## src/rtl/imem_port_arbiter_if.sv

```systemverilog
// imem_port_arbiter_if
//  Bundles the signals between the instruction-memory arbiter and its
//  neighbours: the FE fetch path, the program loader and the imem array.
//  Ports: none. Parameters DBITS, IMEMADDRBITS and IMEMWORDBITS size the
//  buses and must match the arbiter instance.
//  Modports:
//   master - the environment side: the FE stage, the loader and the imem
//            array. It drives requests, addresses, write data and mem_rdata.
//   slave  - the arbiter side. It drives grants, read return and the
//            imem access controls.
interface imem_port_arbiter_if #(
  parameter int DBITS        = 32,
  parameter int IMEMADDRBITS = 16,
  parameter int IMEMWORDBITS = 2
);
  // FE read port
  logic                                 fe_req;
  logic [DBITS-1:0]                     fe_addr;
  logic                                 fe_flush;
  logic                                 fe_gnt;
  logic                                 fe_rvalid;
  logic [DBITS-1:0]                     fe_rdata;
  // Loader write port
  logic                                 ld_req;
  logic [DBITS-1:0]                     ld_addr;
  logic [DBITS-1:0]                     ld_wdata;
  logic                                 ld_lock;
  logic                                 ld_gnt;
  // imem array port
  logic                                 mem_en;
  logic                                 mem_we;
  logic [IMEMADDRBITS-IMEMWORDBITS-1:0] mem_addr;
  logic [DBITS-1:0]                     mem_wdata;
  logic [DBITS-1:0]                     mem_rdata;

  modport master (
    output fe_req, fe_addr, fe_flush,
    output ld_req, ld_addr, ld_wdata, ld_lock,
    output mem_rdata,
    input  fe_gnt, fe_rvalid, fe_rdata, ld_gnt,
    input  mem_en, mem_we, mem_addr, mem_wdata
  );

  modport slave (
    input  fe_req, fe_addr, fe_flush,
    input  ld_req, ld_addr, ld_wdata, ld_lock,
    input  mem_rdata,
    output fe_gnt, fe_rvalid, fe_rdata, ld_gnt,
    output mem_en, mem_we, mem_addr, mem_wdata
  );
endinterface

```

## src/rtl/imem_port_arbiter.sv

```systemverilog
// imem_port_arbiter
//  Shares the single-port instruction memory between the FE fetch path
//  (reads) and the program loader (writes). At most one access is granted
//  per cycle. The loader has fixed priority, but a wait counter forces an FE
//  grant once FE has been denied MAX_FE_WAIT cycles in a row. ld_lock gives
//  the loader exclusive use of the memory. Read data comes back one cycle
//  after the grant, tagged by fe_rvalid. fe_flush squashes a fetch in flight.
//  Ports:
//   clk   - clock
//   reset - synchronous, active-high reset
//   bus   - imem_port_arbiter_if.slave. It carries the FE request/grant/read
//           return, the loader request/grant/write data and the imem
//           en/we/addr/wdata/rdata signals.
module imem_port_arbiter #(
  parameter int DBITS        = 32,
  parameter int IMEMADDRBITS = 16,
  parameter int IMEMWORDBITS = 2,
  parameter int MAX_FE_WAIT  = 4
) (
  input logic                clk,
  input logic                reset,
  imem_port_arbiter_if.slave bus
);

  localparam logic [3:0] MAX_WAIT = 4'(MAX_FE_WAIT);

  logic [3:0] wait_cnt;
  logic       rd_pend;
  logic       fe_gnt;
  logic       ld_gnt;
  logic       fe_rvalid;
  logic       unused_addr_bits;

  // Grants are combinational so that request and grant happen in the same
  // cycle. They are also masked during reset, so that no access can reach
  // the memory while the block is held in reset.
  always_comb begin
    fe_gnt = 1'b0;
    ld_gnt = 1'b0;
    if (!reset) begin
      if (bus.ld_lock) begin
        ld_gnt = bus.ld_req;
      end else if (bus.fe_req && (wait_cnt == MAX_WAIT)) begin
        fe_gnt = 1'b1;
      end else if (bus.ld_req) begin
        ld_gnt = 1'b1;
      end else if (bus.fe_req) begin
        fe_gnt = 1'b1;
      end
    end
  end

  // The starvation counter is frozen while the loader holds the lock.
  // Otherwise it counts the consecutive cycles in which FE is denied, and
  // saturates at the threshold until FE wins.
  always_ff @(posedge clk) begin
    if (reset) begin
      wait_cnt <= 4'd0;
      rd_pend  <= 1'b0;
    end else begin
      rd_pend <= fe_gnt && !bus.fe_flush;
      if (!bus.ld_lock) begin
        if (fe_gnt || !bus.fe_req) begin
          wait_cnt <= 4'd0;
        end else if (wait_cnt != MAX_WAIT) begin
          wait_cnt <= wait_cnt + 4'd1;
        end
      end
    end
  end

  // A flush in the return cycle also kills the return. Reset masks the
  // return as well, so that an access caught by reset never reports valid.
  assign fe_rvalid = rd_pend && !bus.fe_flush && !reset;

  assign bus.fe_gnt    = fe_gnt;
  assign bus.ld_gnt    = ld_gnt;
  assign bus.fe_rvalid = fe_rvalid;
  assign bus.fe_rdata  = fe_rvalid ? bus.mem_rdata : '0;

  assign bus.mem_en    = fe_gnt || ld_gnt;
  assign bus.mem_we    = ld_gnt;
  assign bus.mem_addr  = ld_gnt ? bus.ld_addr[IMEMADDRBITS-1:IMEMWORDBITS]
                                : bus.fe_addr[IMEMADDRBITS-1:IMEMWORDBITS];
  assign bus.mem_wdata = bus.ld_wdata;

  // The byte-offset bits and the bits above the decoded range are dropped on
  // purpose, so that addresses wrap around inside the imem.
  assign unused_addr_bits = ^{bus.fe_addr[DBITS-1:IMEMADDRBITS],
                              bus.fe_addr[IMEMWORDBITS-1:0],
                              bus.ld_addr[DBITS-1:IMEMADDRBITS],
                              bus.ld_addr[IMEMWORDBITS-1:0]};

  // The two requesters must never be granted together.
  always_ff @(posedge clk) begin
    if (!reset) begin
      assert (!(fe_gnt && ld_gnt));
    end
  end

endmodule

```

## src/flat_wrapper.sv

```systemverilog
// flat-port wrapper written by rule: the top's interface ports become plain ports
module imem_port_arbiter_flat 
#(
  parameter int DBITS        = 32,
  parameter int IMEMADDRBITS = 16,
  parameter int IMEMWORDBITS = 2,
  parameter int MAX_FE_WAIT  = 4
)
  (clk, reset, bus_fe_req, bus_fe_addr, bus_fe_flush, bus_ld_req, bus_ld_addr, bus_ld_wdata, bus_ld_lock, bus_mem_rdata, bus_fe_gnt, bus_fe_rvalid, bus_fe_rdata, bus_ld_gnt, bus_mem_en, bus_mem_we, bus_mem_addr, bus_mem_wdata);
  imem_port_arbiter_if #(.DBITS(DBITS), .IMEMADDRBITS(IMEMADDRBITS), .IMEMWORDBITS(IMEMWORDBITS)) bus_i ();
  input logic clk;
  input logic reset;
  input wire logic [$bits(bus_i.fe_req)-1:0] bus_fe_req;
  input wire logic [$bits(bus_i.fe_addr)-1:0] bus_fe_addr;
  input wire logic [$bits(bus_i.fe_flush)-1:0] bus_fe_flush;
  input wire logic [$bits(bus_i.ld_req)-1:0] bus_ld_req;
  input wire logic [$bits(bus_i.ld_addr)-1:0] bus_ld_addr;
  input wire logic [$bits(bus_i.ld_wdata)-1:0] bus_ld_wdata;
  input wire logic [$bits(bus_i.ld_lock)-1:0] bus_ld_lock;
  input wire logic [$bits(bus_i.mem_rdata)-1:0] bus_mem_rdata;
  output wire logic [$bits(bus_i.fe_gnt)-1:0] bus_fe_gnt;
  output wire logic [$bits(bus_i.fe_rvalid)-1:0] bus_fe_rvalid;
  output wire logic [$bits(bus_i.fe_rdata)-1:0] bus_fe_rdata;
  output wire logic [$bits(bus_i.ld_gnt)-1:0] bus_ld_gnt;
  output wire logic [$bits(bus_i.mem_en)-1:0] bus_mem_en;
  output wire logic [$bits(bus_i.mem_we)-1:0] bus_mem_we;
  output wire logic [$bits(bus_i.mem_addr)-1:0] bus_mem_addr;
  output wire logic [$bits(bus_i.mem_wdata)-1:0] bus_mem_wdata;
  assign bus_i.fe_req = bus_fe_req;
  assign bus_i.fe_addr = bus_fe_addr;
  assign bus_i.fe_flush = bus_fe_flush;
  assign bus_i.ld_req = bus_ld_req;
  assign bus_i.ld_addr = bus_ld_addr;
  assign bus_i.ld_wdata = bus_ld_wdata;
  assign bus_i.ld_lock = bus_ld_lock;
  assign bus_i.mem_rdata = bus_mem_rdata;
  assign bus_fe_gnt = bus_i.fe_gnt;
  assign bus_fe_rvalid = bus_i.fe_rvalid;
  assign bus_fe_rdata = bus_i.fe_rdata;
  assign bus_ld_gnt = bus_i.ld_gnt;
  assign bus_mem_en = bus_i.mem_en;
  assign bus_mem_we = bus_i.mem_we;
  assign bus_mem_addr = bus_i.mem_addr;
  assign bus_mem_wdata = bus_i.mem_wdata;
  imem_port_arbiter #(.DBITS(DBITS), .IMEMADDRBITS(IMEMADDRBITS), .IMEMWORDBITS(IMEMWORDBITS), .MAX_FE_WAIT(MAX_FE_WAIT)) u_core (.clk(clk), .reset(reset), .bus(bus_i));
endmodule
```

## config.mk

```make
export PLATFORM = sky130hd
export DESIGN_NAME = imem_port_arbiter_flat
export DESIGN_NICKNAME = d
export VERILOG_FILES = /design/src/rtl/imem_port_arbiter_if.sv /design/src/rtl/imem_port_arbiter.sv /design/src/flat_wrapper.sv
export SDC_FILE = /design/constraint.sdc
export NUM_CORES = 1
export LEC_CHECK = 0
export ABC_AREA = 0
export CAP_MARGIN = 20
export CORE_AREA = 2 2 84 86
export CTS_BUF_LIST = sky130_fd_sc_hd__clkbuf_4
export DETAILED_ROUTE_END_ITERATION = 8
export DIE_AREA = 0 0 86 88
export PLACE_DENSITY = 0.7
export RECOVER_POWER = 25
export REMOVE_ABC_BUFFERS = 1
export SYNTH_ARGS = -nofsm -noshare
export SYNTH_HDL_FRONTEND = slang
export SYNTH_SLANG_ARGS = --single-unit
```

## constraint.sdc

```tcl
create_clock -name clk -period 4.7 [get_ports clk]
set_input_delay 0.47 -clock clk [delete_from_list [all_inputs] [get_ports clk]]
set_output_delay 0.47 -clock clk [all_outputs]
set_load 0.005 [all_outputs]
```

==> out/qor.txt, run 1 <==
Share of layout cells above drive strength 1 = 11.8%
Grt total ovfl = 0
DRT iter0 DRCs = 23
Num CTS Buffers = 3
Post-CTS setup repair buffer count = 0
DIE WIDTH = 86 um
CTS H-tree lvls = 1
Synth top area cells = buf_4 24%, and2_1 19%, mux2_4 13%
Fill count = 704
Area Overhead vs Synth = 97.7%
Hold buffers post-CTS = 0
Slew margin rel. = 59.7%
First-pass GRT wire length = 5.80 mm
CP max FO = 15
Vias = 1128
Critical path's largest stage delay = 530 ps
Crit path kind = in2out
Slowest-stage cell, CP = clkdlybuf4s50_1
Routed WL per cell = 14.9 um
DP HPWL = 3.69 mm
DR WL met3 = 956 um
Top Layer Used = met4
Detailed Route WL = 4.23 mm
Tmin final = 3070 ps
Total routing usage reported by global routing = 10.2%
Largest net degree at the start of global routing = 34
Die Ht = 88 um
Data arrival time of the critical path = 2600 ps
Multi-input gate area = 624 sq um
IO Count = 217
Detailed Routing Iterations Pass 1 = 3
Slew @ Worst Pin = 602 ps
RSZ-0062 raised after global routing = no
Setup Total Neg Slack = 0 ps
Final Setup Violations = 0
CTS tree = yes
Reg clk slew, reported paths = 40 ps
Clk sink count = 5
Syn Std Cell Area = 1030 sq um
Endpoints failing hold = 0
Cells after synthesis = 120
PwrDens = 102 nW/um^2
CP Cell Sequence = clkdlybuf4s50_1, nand2b_4, o21ai_4, mux2_2, clkdlybuf4s50_1
GPL Wtd Cong = 0.752
Post-route setup slack = 1630 ps
Number of antenna violations at the first check in global routing = 0
Fmax = 0.326 GHz
Distinct cells, synth = 32
Vias in the first global route = 1170
Core ar. = 6640 sq um
Syn Area/Cell = 8.59 sq um
Dpl ws = 1620 ps
Layout Nets = 340
Port Buf Inserts = 116
Met2 WL post-DR = 1.70 mm
Power, Total = 0.207 mW
CP Buf/Inv Count = 2
Worst Clk Skew = 1.81 ps
Antenna-violating nets left = 0
Num rows = 30
Number of antenna diodes = 0
Post-cts resize count = 0
Root Driver = clkbuf_4
Initial Util = 15.5%
HP Class = reg2reg
DRC Markers = 0
Fin cells = 283
Synth Register Bits = 5
Worst Setup End Kind = primary output
# Max-Cap Violations = 0
Critical path required time = 4230 ps
Post-synthesis sequential area ratio = 9.71%
Fin. max-slew vios = 0
Max IR drop VDD = 0.0506 mV
Die area = 7570 sq um
Register area = 100 sq um
Cell mode on critical path = clkdlybuf4s50_1
Top cell type's share of synthesized area = 24.0%
Fin crit share = 65.2%
Vias per cell = 3.99
CP Launch Type = primary input
Synth area leader = buf_4
Clock latency on the worst-skew pair = 240 ps
Placed cell count = 279
Metal-1 WL = 1.57 mm
CP top delay family = buffers and inverters
Status = finished, final reports clean
Util after Layout = 30.7%
Leak = 0.784 nW
CTS max path bufs = 2
Synthesis Warnings = 0
## metal layers
| layer | up-vias | global-route usage (%) |
|---|---|---|
| met5 | - | 0 |
| met4 | 0 | 1.30 |
| met3 | 2 | 10.7 |
| met2 | 117 | 15.2 |
| met1 | 478 | 10.1 |
| li1 | 531 | - |
## worst register-to-register path, cell delays in order, from the launching register on
cell      delay (ps)
dfxtp_1          380
inv_1             60
ha_1             240
nand3b_4         130
nand4b_1         140
o31ai_1          230
## Yosys cell counts, drive strengths merged
| master | number |
|---|---|
| nand4b | 1 |
| o221ai | 1 |
| ha | 2 |
| o31ai | 1 |
| inv | 4 |
| dfxtp | 5 |
| buf | 36 |
| a211oi | 1 |
| nor3b | 2 |
| and2 | 32 |
| nand4 | 1 |
| nand2b | 2 |
| nand3 | 2 |
| o22ai | 1 |
| a2111oi | 1 |
| nor2b | 1 |
| clkbuf | 2 |
| a41oi | 1 |
| o21ai | 2 |
| and3b | 1 |
| nand3b | 3 |
| nand2 | 3 |
| mux2 | 14 |
| a21oi | 1 |
## placed cells by master, fill, tap and decap left out, types with 2 or more instances in the layout
| cell | count |
|---|---|
| nand2_1 | 3 |
| mux2_2 | 5 |
| clkbuf_4 | 4 |
| inv_1 | 4 |
| and2_1 | 32 |
| dfxtp_1 | 5 |
| clkdlybuf4s50_1 | 116 |
| mux2_4 | 9 |
| nand3_1 | 2 |
| nand3b_1 | 2 |
| ha_1 | 2 |
## flip-flops by register name, indices dropped and copies added, names as in the netlist
signal / cells
u_core.rd_pend: 1
u_core.wait_cnt: 4
## cell type report
| cell class | count | area share (%) |
|---|---|---|
| flip-flops and latches | 5 | 4.91 |
| clock buffers | 4 | 1.47 |
| repair buffers | 117 | 57.3 |
| well taps | 80 | 4.91 |
| inverters | 4 | 0.737 |
| multi-input cells | 73 | 30.6 |
## path summary, 6_finish.rpt
path                                         from                         endpoint  slack (ps)  depth (start not counted)
setup / recovery                      bus_ld_lock                  bus_mem_addr[2]        1630                          5
hold / removal    u_core.wait_cnt[1]$_SDFFE_PP0P_  u_core.wait_cnt[1]$_SDFFE_PP0P_         500                          2
setup reg to reg  u_core.wait_cnt[0]$_SDFFE_PP0P_  u_core.wait_cnt[3]$_SDFFE_PP0P_        3450                          5
hold reg to reg   u_core.wait_cnt[1]$_SDFFE_PP0P_  u_core.wait_cnt[1]$_SDFFE_PP0P_         500                          2
## cell families after synthesis
group                      count (synthesis)  share of synthesized area, %
AOI/OAI and AO/OA                          9                          7.16
DFF                                        5                          9.71
adders and majority gates                  2                          2.43
buffers and inverters                     42                          29.7
and+or+nand+nor                           48                          32.4
muxes                                     14                          18.6
## power breakdown
group / switching, mW / internal, mW / leakage (nW)
sequential: 0.000474 / 0.0431 / 0.0404
clock: 0.0187 / 0.0379 / 0.0184
combinational: 0.0246 / 0.0822 / 0.725
## metrics by stage
stage,cell area [sq um],hold slack [ps]
2_1_floorplan,739,468
3_3_place_gp,2010,491
3_5_place_dp,2010,499
4_1_cts,2040,503
5_1_grt,2040,538
6_report,2040,497
Note: power is estimated with default switching activity, not from simulation.
==> run 2, diff against run 1 <==
- clock period: 4.7 -> 3.2 ns (I/O delays scaled with it)
==> out/qor.txt, run 2 (synthesized netlist as in run 1, its figures left out) <==
Status = finished, final reports clean
Grt total ovfl = 0
Tmin final = 2650 ps
DP HPWL = 3.78 mm
Worst Clk Skew = 6.23 ps
First-pass GRT wire length = 6.01 mm
CTS tree = yes
Setup Total Neg Slack = 0 ps
Detailed Route WL = 4.35 mm
Slew @ Worst Pin = 308 ps
Vias per cell = 3.98
DRC Markers = 0
CP max FO = 15
RSZ-0062 raised after global routing = no
Net Sw Frac = 21.1%
Final Setup Violations = 0
Initial Util = 15.5%
Die area = 7570 sq um
Internal power = 0.241 mW
Hold buffers post-CTS = 0
Design area = 2050 sq um
Port Buf Inserts = 116
Clk sink count = 5
Crit path kind = in2out
Core ar. = 6640 sq um
Area Overhead vs Synth = 99.2%
Endpoints failing hold = 0
Critical path required time = 2880 ps
Reg clk slew, reported paths = 40 ps
DRT iter0 DRCs = 16
Clock latency on the worst-skew pair = 240 ps
CTS H-tree lvls = 1
Die Ht = 88 um
IO Count = 217
Largest net degree at the start of global routing = 34
Comb pwr share = 52.0%
Fin crit share = 82.9%
Root Driver = clkbuf_4
Placed cell count = 281
Fin. max-slew vios = 0
Routed WL per cell = 15.3 um
Post-CTS setup repair buffer count = 0
Commonest non-fill, non-tap cells in the layout = 116 x clkdlybuf4s50_1, 32 x and2_1, 9 x mux2_4
PwrDens = 149 nW/um^2
Antenna-violating nets left = 0
Dpl cell area = 2020 sq um
Worst Setup End Kind = primary output
Biggest register = u_core.wait_cnt
Data arrival time of the critical path = 2330 ps
Detailed Routing Iterations Pass 1 = 4
Biggest regs = u_core.wait_cnt (4), u_core.rd_pend (1)
Fill count = 683
Fin cells = 285
P_sw = 0.0647 mW
Commonest non-fill, non-tap cell in the layout = clkdlybuf4s50_1
Vias in the first global route = 1190
Leak = 0.793 nW
Worst hold slack = 509 ps
Clk network pwr share = 27.1%
GPL Wtd Cong = 0.693
HP Class = reg2reg
Slew margin rel. = 78.9%
Fmax = 0.377 GHz
Share of layout cells above drive strength 1 = 12.7%
Sequential Power Share = 20.9%
CTS max path bufs = 2
Post-cts resize count = 0
Max IR drop VDD = 0.0695 mV
Vias = 1133
Number of antenna diodes = 0
Largest register FFs = 4
Total routing usage reported by global routing = 10.6%
# Max-Cap Violations = 0
Number of antenna violations at the first check in global routing = 0
CP Launch Type = primary input
Layout Nets = 342
Num CTS Buffers = 3
DIE WIDTH = 86 um
Num rows = 30
## run 2: final timing paths
check	slack, ps	end	startpoint	cells after the start
max	550	bus_mem_addr[2]	bus_ld_lock	6
min	510	u_core.wait_cnt[1]$_SDFFE_PP0P_	u_core.wait_cnt[1]$_SDFFE_PP0P_	2
max reg2reg	1950	u_core.rd_pend$_SDFF_PP0_	u_core.wait_cnt[0]$_SDFFE_PP0P_	4
min reg2reg	510	u_core.wait_cnt[1]$_SDFFE_PP0P_	u_core.wait_cnt[1]$_SDFFE_PP0P_	2
## run 2: area by class of cell
cell class                 instances  area, sq um  area share [%]
clock buffer                       4         30.0            1.46
inverter                           4         15.0           0.731
multi-input combinational         73          624            30.4
sequential                         5          100            4.88
tap                               80          100            4.88
timing repair buffer             119         1180            57.6
## run 2: layer usage
metal  share of wire, %  track usage, %  wire, um
met5                  0               0         0
met4               0.23           0.866        10
met3                 21            10.5       921
met2                 40            15.5      1760
met1                 38            11.4      1660
## run 2: power groups by stage
stage / Sequential, mW / Combinational (mW) / Clock [mW]
6_report: 0.0640 / 0.159 / 0.0828
5_1_grt: 0.0641 / 0.170 / 0.0921
4_1_cts: 0.0639 / 0.161 / 0.0876
3_5_place_dp: 0.0651 / 0.161 / 0
3_3_place_gp: 0.0651 / 0.159 / 0
2_1_floorplan: 0.0650 / 0.0380 / 0
## run 2: stage by stage
stage                     utilization, %  worst slack [ps]  power [mW]
after floorplan                        -              1390       0.103
after global placement              30.5               565       0.224
after detailed placement            30.5               532       0.226
after CTS                           30.9               531       0.313
after global routing                30.9               445       0.327
final                               30.9               547       0.306
## run 2: worst max-delay path, stage by stage
cell and delay, ps:
clkdlybuf4s50_1 550, nand2b_4 230, o21ai_4 140, buf_4 270, mux2_2 360, clkdlybuf4s50_1 460
==> run 3, diff against run 2 <==
- PLACE_DENSITY: 0.7 -> 0.73
- clock period: 3.2 -> 2.4 ns (I/O delays scaled with it)
==> out/qor.txt, run 3 (synthesized netlist as in run 1, its figures left out) <==
Met2 WL post-DR = 1.76 mm
Endpoints failing hold = 0
Tmin final = 2330 ps
Largest register FFs = 4
Worst Clk Skew = 6.09 ps
Hold endpoint = bus_mem_wdata[29]
Die area = 7570 sq um
First-pass GRT wire length = 6.12 mm
Fmax = 0.429 GHz
Detailed Routing Iterations Pass 1 = 4
Dpl ws = 145 ps
DP HPWL = 3.78 mm
Antenna-violating nets left = 0
Vias = 1154
Post-route setup slack = 70.9 ps
Hold Crit Start = bus_ld_wdata[29]
DIE WIDTH = 86 um
CTS tree = yes
Layout Nets = 347
Leak = 0.882 nW
Top Layer Used = met4
HP Class = in2out
IO Count = 217
Fin. max-slew vios = 0
R2R depth = 5
DR WL met3 = 1.02 mm
Worst R2R Setup Slack = 1220 ps
CP Launch Type = register
Port Buf Inserts = 116
Final Setup Violations = 0
Grt total ovfl = 0
RSZ-0062 raised after global routing = no
Placed cell count = 284
Core ar. = 6640 sq um
Slew margin rel. = 79.5%
DRT iter0 DRCs = 27
Clk sink count = 5
Biggest regs = u_core.wait_cnt (4), u_core.rd_pend (1)
Worst Setup End Kind = primary output
Crit path kind = reg2out
Max IR drop VDD = 0.0853 mV
Routed WL per cell = 15.3 um
Data arrival time of the critical path = 2090 ps
Fin cells = 290
Root Driver = clkbuf_4
Hold buffers post-CTS = 0
Clock latency on the worst-skew pair = 250 ps
Share of layout cells above drive strength 1 = 16.7%
GPL Wtd Cong = 0.839
Slew @ Worst Pin = 300 ps
Num rows = 30
Largest net degree at the start of global routing = 34
Initial Util = 15.5%
Setup Total Neg Slack = 0 ps
Design area = 2160 sq um
# Max-Cap Violations = 0
Dpl cell area = 2070 sq um
Die Ht = 88 um
Area Overhead vs Synth = 109%
Vias in the first global route = 1090
Status = finished, final reports clean
DRC Markers = 0
CTS max path bufs = 2
Util after Layout = 32.5%
Commonest non-fill, non-tap cells in the layout = 111 x clkdlybuf4s50_1, 32 x and2_1, 9 x mux2_4
Biggest register = u_core.wait_cnt
Commonest non-fill, non-tap cell in the layout = clkdlybuf4s50_1
Number of antenna violations at the first check in global routing = 0
Fin crit share = 97.0%
Total routing usage reported by global routing = 10.7%
CP max FO = 7
Worst hold slack = 480 ps
Power, Total = 0.423 mW
Crit path launch = u_core.wait_cnt[0]$_SDFFE_PP0P_
Reg clk slew, reported paths = 50 ps
Number of antenna diodes = 0
Vias per cell = 3.98
Detailed Route WL = 4.44 mm
Num CTS Buffers = 3
Reg-to-reg endpoint = u_core.wait_cnt[3]$_SDFFE_PP0P_
CTS H-tree lvls = 1
Critical path required time = 2160 ps
Worst reg2reg path startpoint = u_core.wait_cnt[1]$_SDFFE_PP0P_
Fill count = 684
PwrDens = 196 nW/um^2
Metal-1 WL = 1.64 mm
Worst hold path depth = 0
run 3: cell count changes in the layout (fill, tap and decap cells not counted), moves of 2 or more:
cell	delta
buf_4	+2
inv_2	+2
inv_1	-2
dlymetal6s2s_1	+5
clkdlybuf4s50_1	-5
buf_12	+2
run 3: layout make-up:
class	count	area [sq um]	area share, %
Clock buffer	4	30.0	1.39
Inverter	4	15.0	0.695
Multi-Input combinational cell	73	637	29.5
Sequential cell	5	101	4.69
Tap cell	80	100	4.63
Timing Repair Buffer	124	1280	59.1
run 3: routing by layer:
| metal | up-vias | track usage (%) |
|---|---|---|
| li1 | 547 | - |
| met1 | 494 | 12.2 |
| met2 | 111 | 13.7 |
| met3 | 2 | 11.4 |
| met4 | 0 | 1.73 |
| met5 | - | 0 |
run 3: critical path, stage by stage, from the launching register on:
cell and delay, ps:
dfxtp_2 340, inv_2 70, ha_4 140, nand3b_4 110, o21ai_4 220, clkbuf_16 200
mux2_4 290, clkdlybuf4s50_1 450
run 3: power breakdown:
part           switching (mW)  total (mW)  internal (mW)  leakage, nW
clock                  0.0395       0.114         0.0745       0.0184
sequential            0.00128      0.0858         0.0845       0.0408
combinational          0.0512       0.223          0.172        0.823
total                  0.0920       0.423          0.331        0.882
run 3: timing repair:
action                                 4_1_cts  5_1_grt
gates resized for setup                      1        9
endpoints found under the hold margin        0        0
setup endpoints to repair                    2       11
gates cloned                                 0        1
buffers inserted                             0        1
run 3: worst max path at each step:
stage,slack (ps),end
2_1_floorplan,670,bus_mem_addr[0]
3_3_place_gp,160,bus_mem_addr[0]
3_5_place_dp,150,bus_mem_addr[0]
4_1_cts,10,bus_mem_addr[0]
5_1_grt,3,bus_mem_addr[6]
6_report,70,bus_mem_addr[6]
